<file path="config.mk">
export PLATFORM = sky130hd
export DESIGN_NAME = muldiv_unit
export DESIGN_NICKNAME = d
export VERILOG_FILES = /design/src/rtl/muldiv_unit.sv
export SDC_FILE = /design/constraint.sdc
export NUM_CORES = 1
export LEC_CHECK = 0
export CAP_MARGIN = 40
export CORE_ASPECT_RATIO = 1.25
export CORE_MARGIN = 2
export CORE_UTILIZATION = 39
export DETAILED_ROUTE_END_ITERATION = 10
export HOLD_SLACK_MARGIN = 0.1
export SYNTH_ARGS = -nofsm -noshare
export SYNTH_HDL_FRONTEND = slang
export SYNTH_SLANG_ARGS = --single-unit
</file>
<file path="constraint.sdc">
create_clock -name clk -period 9.2 [get_ports clk]
set_input_delay 1.38 -clock clk [delete_from_list [all_inputs] [get_ports clk]]
set_output_delay 1.38 -clock clk [all_outputs]
set_load 0.01 [all_outputs]
</file>
<file path="src/rtl/muldiv_unit.sv">
`default_nettype none
// +----------------------------------------------------------------------------+
// | muldiv_unit: iterative RV32M multiply/divide, one bit per cycle + sign fix |
// | Revision: 1.0                                                              |
// +----------------------------------------------------------------------------+
module muldiv_unit #(
   parameter int DATA_WIDTH = 32,
   parameter int CNT_WIDTH  = $clog2(DATA_WIDTH)
) (
   input  logic                  clk,
   input  logic                  rst,
   input  logic                  start_i,
   input  logic [2:0]            op_i,
   input  logic [DATA_WIDTH-1:0] SrcA_i,
   input  logic [DATA_WIDTH-1:0] SrcB_i,
   input  logic                  kill_i,
   output logic                  busy_o,
   output logic                  done_o,
   output logic [DATA_WIDTH-1:0] Result_o
);

   localparam logic [2:0] OP_MUL    = 3'b000;
   localparam logic [2:0] OP_MULH   = 3'b001;
   localparam logic [2:0] OP_MULHSU = 3'b010;
   localparam logic [2:0] OP_MULHU  = 3'b011;
   localparam logic [2:0] OP_DIV    = 3'b100;
   localparam logic [2:0] OP_DIVU   = 3'b101;
   localparam logic [2:0] OP_REM    = 3'b110;
   localparam logic [2:0] OP_REMU   = 3'b111;

   localparam logic [DATA_WIDTH-1:0] MOST_NEG = {1'b1, {(DATA_WIDTH-1){1'b0}}};
   localparam logic [CNT_WIDTH-1:0]  CNT_LOAD = CNT_WIDTH'(DATA_WIDTH - 1);

   typedef enum logic [1:0] {
      IDLE = 2'd0,
      CALC = 2'd1,
      FIX  = 2'd2,
      DONE = 2'd3
   } state_t;

   state_t                    state_q, state_d;
   logic [CNT_WIDTH-1:0]      cnt_q, cnt_d;
   logic [2:0]                op_q, op_d;
   logic [DATA_WIDTH-1:0]     opnd_q, opnd_d;
   logic [2*DATA_WIDTH-1:0]   acc_q, acc_d;
   logic                      neg_q, neg_d;
   logic [DATA_WIDTH-1:0]     result_q, result_d;

   logic                      accept;
   logic                      is_div;
   logic                      a_signed, b_signed;
   logic                      a_neg, b_neg;
   logic [DATA_WIDTH-1:0]     mag_a, mag_b;
   logic                      b_zero, sgn_ovf;
   logic [DATA_WIDTH:0]       mul_sum;
   logic [2*DATA_WIDTH-1:0]   mul_step;
   logic [DATA_WIDTH:0]       div_shift, div_diff;
   logic [2*DATA_WIDTH-1:0]   div_step;
   logic [2*DATA_WIDTH-1:0]   prod;
   logic [DATA_WIDTH-1:0]     quot, rmdr;

   always_comb begin
      accept   = start_i && !kill_i;
      is_div   = op_i[2];
      a_signed = (op_i == OP_MULH) || (op_i == OP_MULHSU) || (op_i == OP_DIV) || (op_i == OP_REM);
      b_signed = (op_i == OP_MULH) || (op_i == OP_DIV) || (op_i == OP_REM);
      a_neg    = a_signed && SrcA_i[DATA_WIDTH-1];
      b_neg    = b_signed && SrcB_i[DATA_WIDTH-1];
      mag_a    = a_neg ? (~SrcA_i + 1'b1) : SrcA_i;
      mag_b    = b_neg ? (~SrcB_i + 1'b1) : SrcB_i;
      b_zero   = (SrcB_i == '0);
      sgn_ovf  = ((op_i == OP_DIV) || (op_i == OP_REM)) &&
                 (SrcA_i == MOST_NEG) && (SrcB_i == {DATA_WIDTH{1'b1}});

      // Shift-add: low half of acc holds the remaining multiplier bits.
      mul_sum  = {1'b0, acc_q[2*DATA_WIDTH-1:DATA_WIDTH]} +
                 (acc_q[0] ? {1'b0, opnd_q} : {(DATA_WIDTH+1){1'b0}});
      mul_step = {mul_sum, acc_q[DATA_WIDTH-1:1]};

      // Restoring divide: upper half is the partial remainder, lower half the quotient.
      div_shift = {acc_q[2*DATA_WIDTH-1:DATA_WIDTH], acc_q[DATA_WIDTH-1]};
      div_diff  = div_shift - {1'b0, opnd_q};
      if (!div_diff[DATA_WIDTH]) begin
         div_step = {div_diff[DATA_WIDTH-1:0], acc_q[DATA_WIDTH-2:0], 1'b1};
      end else begin
         div_step = {div_shift[DATA_WIDTH-1:0], acc_q[DATA_WIDTH-2:0], 1'b0};
      end

      prod = neg_q ? (~acc_q + 1'b1) : acc_q;
      quot = neg_q ? (~acc_q[DATA_WIDTH-1:0] + 1'b1) : acc_q[DATA_WIDTH-1:0];
      rmdr = neg_q ? (~acc_q[2*DATA_WIDTH-1:DATA_WIDTH] + 1'b1)
                   : acc_q[2*DATA_WIDTH-1:DATA_WIDTH];
   end

   always_comb begin
      state_d  = state_q;
      cnt_d    = cnt_q;
      op_d     = op_q;
      opnd_d   = opnd_q;
      acc_d    = acc_q;
      neg_d    = neg_q;
      result_d = result_q;

      case (state_q)
         IDLE, DONE: begin
            state_d = IDLE;
            if (accept) begin
               op_d  = op_i;
               cnt_d = CNT_LOAD;
               if (is_div && b_zero) begin
                  result_d = op_i[1] ? SrcA_i : {DATA_WIDTH{1'b1}};
                  state_d  = DONE;
               end else if (sgn_ovf) begin
                  result_d = op_i[1] ? '0 : MOST_NEG;
                  state_d  = DONE;
               end else begin
                  opnd_d  = is_div ? mag_b : mag_a;
                  acc_d   = {{DATA_WIDTH{1'b0}}, (is_div ? mag_a : mag_b)};
                  neg_d   = (is_div && op_i[1]) ? a_neg : (a_neg ^ b_neg);
                  state_d = CALC;
               end
            end
         end
         CALC: begin
            acc_d = op_q[2] ? div_step : mul_step;
            if (cnt_q == '0) begin
               state_d = FIX;
            end else begin
               cnt_d = cnt_q - 1'b1;
            end
         end
         FIX: begin
            case (op_q)
               OP_MUL:                        result_d = prod[DATA_WIDTH-1:0];
               OP_MULH, OP_MULHSU, OP_MULHU:  result_d = prod[2*DATA_WIDTH-1:DATA_WIDTH];
               OP_DIV, OP_DIVU:               result_d = quot;
               OP_REM, OP_REMU:               result_d = rmdr;
               default:                       result_d = result_q;
            endcase
            state_d = DONE;
         end
         default: state_d = IDLE;
      endcase

      if (kill_i) begin
         state_d  = IDLE;
         result_d = result_q;
      end
   end

   always_ff @(posedge clk) begin
      if (rst) begin
         state_q  <= IDLE;
         cnt_q    <= '0;
         op_q     <= '0;
         opnd_q   <= '0;
         acc_q    <= '0;
         neg_q    <= 1'b0;
         result_q <= '0;
      end else begin
         state_q  <= state_d;
         cnt_q    <= cnt_d;
         op_q     <= op_d;
         opnd_q   <= opnd_d;
         acc_q    <= acc_d;
         neg_q    <= neg_d;
         result_q <= result_d;
      end
   end

   assign busy_o   = (state_q == CALC) || (state_q == FIX);
   assign done_o   = (state_q == DONE);
   assign Result_o = result_q;

endmodule
`default_nettype wire
</file>
* Word level (Yosys, flattened, before mapping)
Index checks and enable logic that the tools add are counted.
** Word-level totals
- Register bits :: 139
- Word-level logic and storage cells :: 107
- Input bits :: 71
- Output and inout bits :: 34
** Cells by class
- Bitwise operators :: 9
- Add/subtract/negate cells :: 8
- Reduce and logical (&&, ||, !) cells :: 31
- Muxes and demuxes :: 30
- Eq/ne operators :: 22
** Operators by type and width (count)
- 2-to-1 mux 32 bit :: 12
- 2-to-1 mux 64 bit :: 6
- adder 32 x 1 -> 32 bit, second input constant :: 4
- NOT 32 bit :: 4
- one-hot mux 32 bit (4 select lines) :: 1
- one-hot mux 64 bit (2 select lines) :: 1
- adder 64 x 1 -> 64 bit, second input constant :: 1
- equality test 32 bit, second input constant :: 2
- NOT 64 bit :: 1
- one-hot mux 32 bit (2 select lines) :: 1
- adder 32 x 32 -> 33 bit :: 1
- subtractor 33 x 32 -> 33 bit :: 1
- zero test 32 bit :: 1
- equality test 3 bit, second input constant :: 6
- AND reduction 4 bit :: 3
- 2-to-1 mux 5 bit :: 2
- != test 2 bit, second input constant :: 5
- one-hot mux 5 bit (2 select lines) :: 1
- equality test 3 x 2 -> 1 bit, second input constant :: 3
- 2-to-1 mux 2 bit :: 4
- OR reduction 2 bit :: 4
- logical AND 1 bit :: 7
- logical OR 1 bit :: 7
- equality test 3 x 1 -> 1 bit, second input constant :: 2
- other kinds (16) :: 20

* Depth between registers and ports, before layout
- Depth after elaboration :: 11
- Gate-level depth with buffers :: 14
- Mapped depth without buffers :: 13

* Least setup slack after synthesis
Ideal clock, no wire load.
- Path kind :: input port to flip-flop
- From :: input SrcB_i[13]
- To :: register result_q[31] (netlist: Result_o[31])
- Data arrival time :: 4.038 ns
- Path slack :: 5.066 ns
- Stages on the path :: 11
- Data required time :: 9.104 ns
- Library setup time :: 0.096 ns
- Path buffers :: 3
- Cells stage by stage :: or4_4 -> or4_1 -> buf_2 -> nor4_4 -> and2_1 -> buf_4 -> or2_2 -> nand2_1 -> a211o_1 -> buf_6 -> o41ai_2
** Between the ends
- Cells in the longest elaborated chain, start to end :: 5
- Elaborated cells between the ends (all ways) :: 9
- Those cells by class :: eq/ne (2); mux (3); reduce/logical (4)
** Ends and longest elaborated chain
- start: declaration :: line 15 : input logic [DATA_WIDTH-1:0] SrcB_i,
- zero test 32 bit :: line 71 : b_zero = (SrcB_i == '0);
- logical AND 1 bit :: line 110 : if (is_div && b_zero) begin
- 2-to-1 mux 32 bit :: line 110
- 2-to-1 mux 32 bit :: line 107 : if (accept) begin
- one-hot mux 32 bit (2 select lines) :: line 104 : case (state_q)
- end signal: assignment :: line 167 : result_q <= result_d;
- end: declaration :: line 47 : logic [DATA_WIDTH-1:0] result_q, result_d;
Parallel ways exist; a longest one is shown, timed or not. The select of a mux whose other input is x is not followed.
A chain may end at the register's enable or synchronous reset.

* Worst setup path after layout
- From :: input SrcA_i[0]
- To :: register acc_q[56]
** Between the ends
- Cells in the longest elaborated chain, start to end :: 5
** Ends and longest elaborated chain
- start: declaration :: line 14 : input logic [DATA_WIDTH-1:0] SrcA_i,
- equality test 32 bit :: line 73 : (SrcA_i == MOST_NEG) && (SrcB_i == {DATA_WIDTH{1'b1}});
- logical AND 1 bit :: line 72 : sgn_ovf = ((op_i == OP_DIV) || (op_i == OP_REM)) &&
- logical AND 1 bit :: line 73
- != test 2 bit (no source line)
- AND reduction 4 bit (no source line)
- end signal: assignment :: line 157 : acc_q <= '0;
- end signal: assignment :: line 165 : acc_q <= acc_d;
- end: declaration :: line 45 : logic [2*DATA_WIDTH-1:0] acc_q, acc_d;
Every way passes these cells.

==> implementation parameters <==
Parameter                              Value

Cells and area
  Layout fillers    3862
  Number of nets in the finished design    between 2000 and 2500
  Number of diodes    0
  Fraction of layout cells with a size suffix above 1    5.70%
  Layout-stage area growth over the synthesis result    12.9%

Synth
  Netlist Area Pre-Place    14600 um^2
  Syn. warnings    0
  Net count of the mapped netlist    about 2200
  Most frequently used flop master after synthesis    dfxtp_1
  EDFF count, synth    0
  Mean cell area of the mapped netlist    7.00 um^2
  Number of instances in the synthesized netlist    2085
  Fraction of registers with async set/reset    0%
  Count of distinct cell types in the synthesized netlist    77
  Share of synthesized area occupied by flip-flops and latches    19.1%
  Flip-flop and latch count after synthesis    139

Placed design
  Half-perimeter wire length after detailed placement    47000 um
  Port Buffer Count    104
  Placer Congestion    1.01
  Pre-CTS setup slack    ~3.6 ns

Worst hold path
  WHS Path Cells    2
  Endpoint of the worst hold-timing path    opnd_q[26]
  Worst Hold Launch    opnd_q[26]
  Worst hold path class    register to register

STA
  Worst Max-Slew Pin Slew    0.910 ns
  Setup repair after global routing missed its margin    false
  Setup-violating endpoint count in the final report    0
  Final-report hold violation count    0
  Setup TNS    0 ns
  Relative max-transition margin    38.6%
  Worst-case clock skew    0.0116 ns
  Final Critical Period    5.20 ns
  Final cycle utilization of the critical path    approximately 57%
  Fin worst setup slack    4.00 ns
  Number of pins exceeding their max-slew limit in the final report    0
  Achievable clock frequency    192 MHz

Pwr
  Power density over cell area    119 nW/um^2
  Worst supply voltage drop on vdd    between 0.0001 and 0.00015 V
  Cell leakage power    between 6 and 7 nW

Worst setup path
  Slowest CP cell    clkdlybuf4s50_1
  Minimum setup slack among reg-to-reg paths    4.85 ns
  Element type at the critical path end    register
  WS Path Type    input port to register
  RR Startpoint    acc_q[32]
  CP cell instances    clkdlybuf4s50_1 > inv_1 > ha_1 > nor3b_1 > nand4_1 > nor3_1 > or2_2 > o32ai_2 > buf_4 > nand2_1 > nor2_1 > a221o_1
  Worst stage delay on the critical path    ~0.63 ns
  Top cell family by delay on the critical path    simple AND/OR/NAND/NOR gates
  Worst Reg-to-Reg Cells    12
  Required time worst endpoint    9.54 ns
  Critical Path Start Type    input port
  Reg-to-reg critical path endpoint    acc_q[42]
  Critical-path maximum fanout    23
  Number of buffer and inverter instances along the worst setup path    3
  Data arrival time of the critical path    5.55 ns

Clock tree
  Number of sinks driven by the clock tree    139
  Clock latency reported for the late side of the worst-skew pair    0.45 ns
  Post-CTS repair timing setup buffer count    0
  Hold buffer count at cts    0
  Number of H-tree branching levels    4
  Clock input transition at the sequential cells of the worst setup and hold paths    0.06 ns
  Post-CTS sizing    0
  Clock tree from TritonCTS    done
  Number of buffers inserted during clock tree synthesis    17
  Clock root buffer    clkbuf_16
  Buffer depth of the longest clock path    2

Detailed routing
  Average vias per placed instance    6.18
  Post-route DRC violation count    0
  Via Count    16000
  Remaining antenna violation count    0
  Detailed-route wire length    59700 um
  Drt wl/cell    between 20 and 25 um
  Number of DRC markers in iteration 0    between 1000 and 1500
  1st-pass router iterations    5

Floorplan
  Core Rows    between 70 and 80
  Die span in y    220 um
  Die width    ~180 um
  Initial core utilization    39.4%
  Number of I/O pins    105
  Floorplan core area    ~37000 um^2
  Die footprint    39000 um^2

Global routing
  Gr usage total    30.5%
  Wire length of the first global-routing pass    90500 um
  Number of antenna violations at the first check in global routing    0
  Via count of the first global-routing pass    15200
  Total grt overflow    0
  Maximum number of pins on one net before global-route repair    80

Outcome
  Run status    completed

Flow run
  Count of max-cap constraint violations    0
-- cell usage in the layout, fill, tap and decap left out, drive strengths merged, types with 23 or more instances in the layout --
cell	count
xnor2	88
nor2	271
nand2b	23
mux2	27
inv	72
mux2i	33
a21oi	178
buf	27
nand3	42
nand2	178
nor3	84
o21ai	166
xor2	76
dfxtp	139
a211oi	84
o31ai	35
a21o	33
clkdlybuf4s50	102
ha	75
-- synth_stat cells (5+ instances only) --
cell | count | area, um^2
o211ai_1 | 22 | 165
o221ai_1 | 11 | 96.3
o21a_1 | 9 | 67.6
clkbuf_1 | 121 | 454
or3_1 | 22 | 138
a311oi_2 | 6 | 90.1
a21o_1 | 33 | 248
buf_2 | 6 | 30.0
o22ai_1 | 11 | 68.8
nand2b_1 | 23 | 144
a211oi_1 | 82 | 616
xor2_1 | 76 | 666
nor2b_1 | 13 | 81.3
nor3_1 | 84 | 420
o41ai_1 | 16 | 140
mux2i_1 | 33 | 330
a22oi_1 | 16 | 120
nor4_1 | 21 | 131
nor2_1 | 271 | 1020
nand3_1 | 42 | 210
or4_1 | 16 | 120
a21oi_1 | 177 | 886
ha_1 | 75 | 938
nand4_1 | 22 | 138
a211o_1 | 7 | 61.3
o21bai_1 | 7 | 52.6
xnor2_1 | 88 | 771
inv_1 | 69 | 259
dfxtp_1 | 139 | 2780
mux2_2 | 27 | 304
o21ai_0 | 163 | 816
a31oi_1 | 20 | 125
buf_1 | 11 | 41.3
o31a_1 | 11 | 96.3
a32oi_1 | 6 | 52.6
and2_1 | 16 | 100
or2_2 | 11 | 68.8
nand3b_1 | 7 | 52.6
nand2_1 | 178 | 668
o31ai_1 | 35 | 263
a311oi_1 | 5 | 43.8
-- report_power, final --
| group | switching [mW] | internal [mW] | total (mW) | leakage (nW) |
|---|---|---|---|---|
| sequential | 0.0447 | 0.631 | 0.676 | 1.13 |
| clock | 0.304 | 0.373 | 0.677 | 0.262 |
| combinational | 0.376 | 0.227 | 0.603 | 4.77 |
-- worst register-to-register path: cells and delay by family (launching register included) --
family	cells	cell delay, ns
AO/OA/AOI/OAI	6	1.69
adder cells (fa/ha/maj)	1	0.47
buffers and inverters	2	0.58
flip-flops	1	0.57
multiplexers	2	0.75
AND/OR/NAND/NOR	1	0.20
-- flip-flops by register name (all words and copies together) (netlist names) --
register / count
Result_o: 32
acc_q: 64
cnt_q: 5
neg_q: 1
op_q: 3
opnd_q: 32
state_q: 2
-- per-stage QoR --
step / power [mW] / hold slack (ns) / cell area (um^2) / instances / util [%]
after floorplan: 1.06 / 0.432 / 14600 / 2085 / -
after global placement: 1.27 / 0.443 / 15900 / 2553 / 42.8
after detailed placement: 1.28 / 0.446 / 15900 / 2559 / 42.9
after CTS: 1.95 / 0.454 / 16500 / 2590 / 44.4
after global routing: 2.04 / 0.480 / 16500 / 2590 / 44.4
final: 1.96 / 0.455 / 16500 / 2590 / 44.4
-- worst max path at each step --
stage                from  slack, ns            to  cells after the start
2_1_floorplan  SrcB_i[13]       5.07  Result_o[31]                     11
3_3_place_gp   SrcB_i[13]       3.64     acc_q[55]                     11
3_5_place_dp    SrcA_i[0]       3.58     acc_q[56]                     12
4_1_cts         SrcA_i[0]       4.07     acc_q[55]                     12
5_1_grt         SrcA_i[0]       3.68     acc_q[55]                     12
6_report        SrcA_i[0]       4.00     acc_q[56]                     12
-- per-layer routing --
metal / GRT usage, % / wire length [um] / up-vias
met5: 0 / 0 / -
met4: 18.1 / 3680 / 0
met3: 4.52 / 3920 / 140
met2: 51.1 / 28300 / 680
met1: 37.0 / 23800 / 7540
li1: - / - / 7636
-- area by class of cell --
class                   instances  area (um^2)  share of cell area (%)
clock buffers                  19          433                    2.63
clock inverters                12          118                   0.714
flip-flops and latches        139         2790                    16.9
well taps                     486          608                    3.69
multi-input cells            1732        11000                    67.0
inverters                      72          270                    1.64
repair buffers                130         1220                    7.42
-- kinds of logic (layout without fill, tap and decap cells) --
family,Yosys count,in the layout,synth area share [%]
adder cells (fa/ha/maj),77,77,6.71
buffers and inverters,214,233,5.69
multiplexers,60,60,4.35
AO/OA/AOI/OAI,688,688,30.7
flip-flops,139,139,19.1
XOR/XNOR,164,164,9.85
AND/OR/NAND/NOR,743,743,23.6
Power figures use the tool's default switching activity.
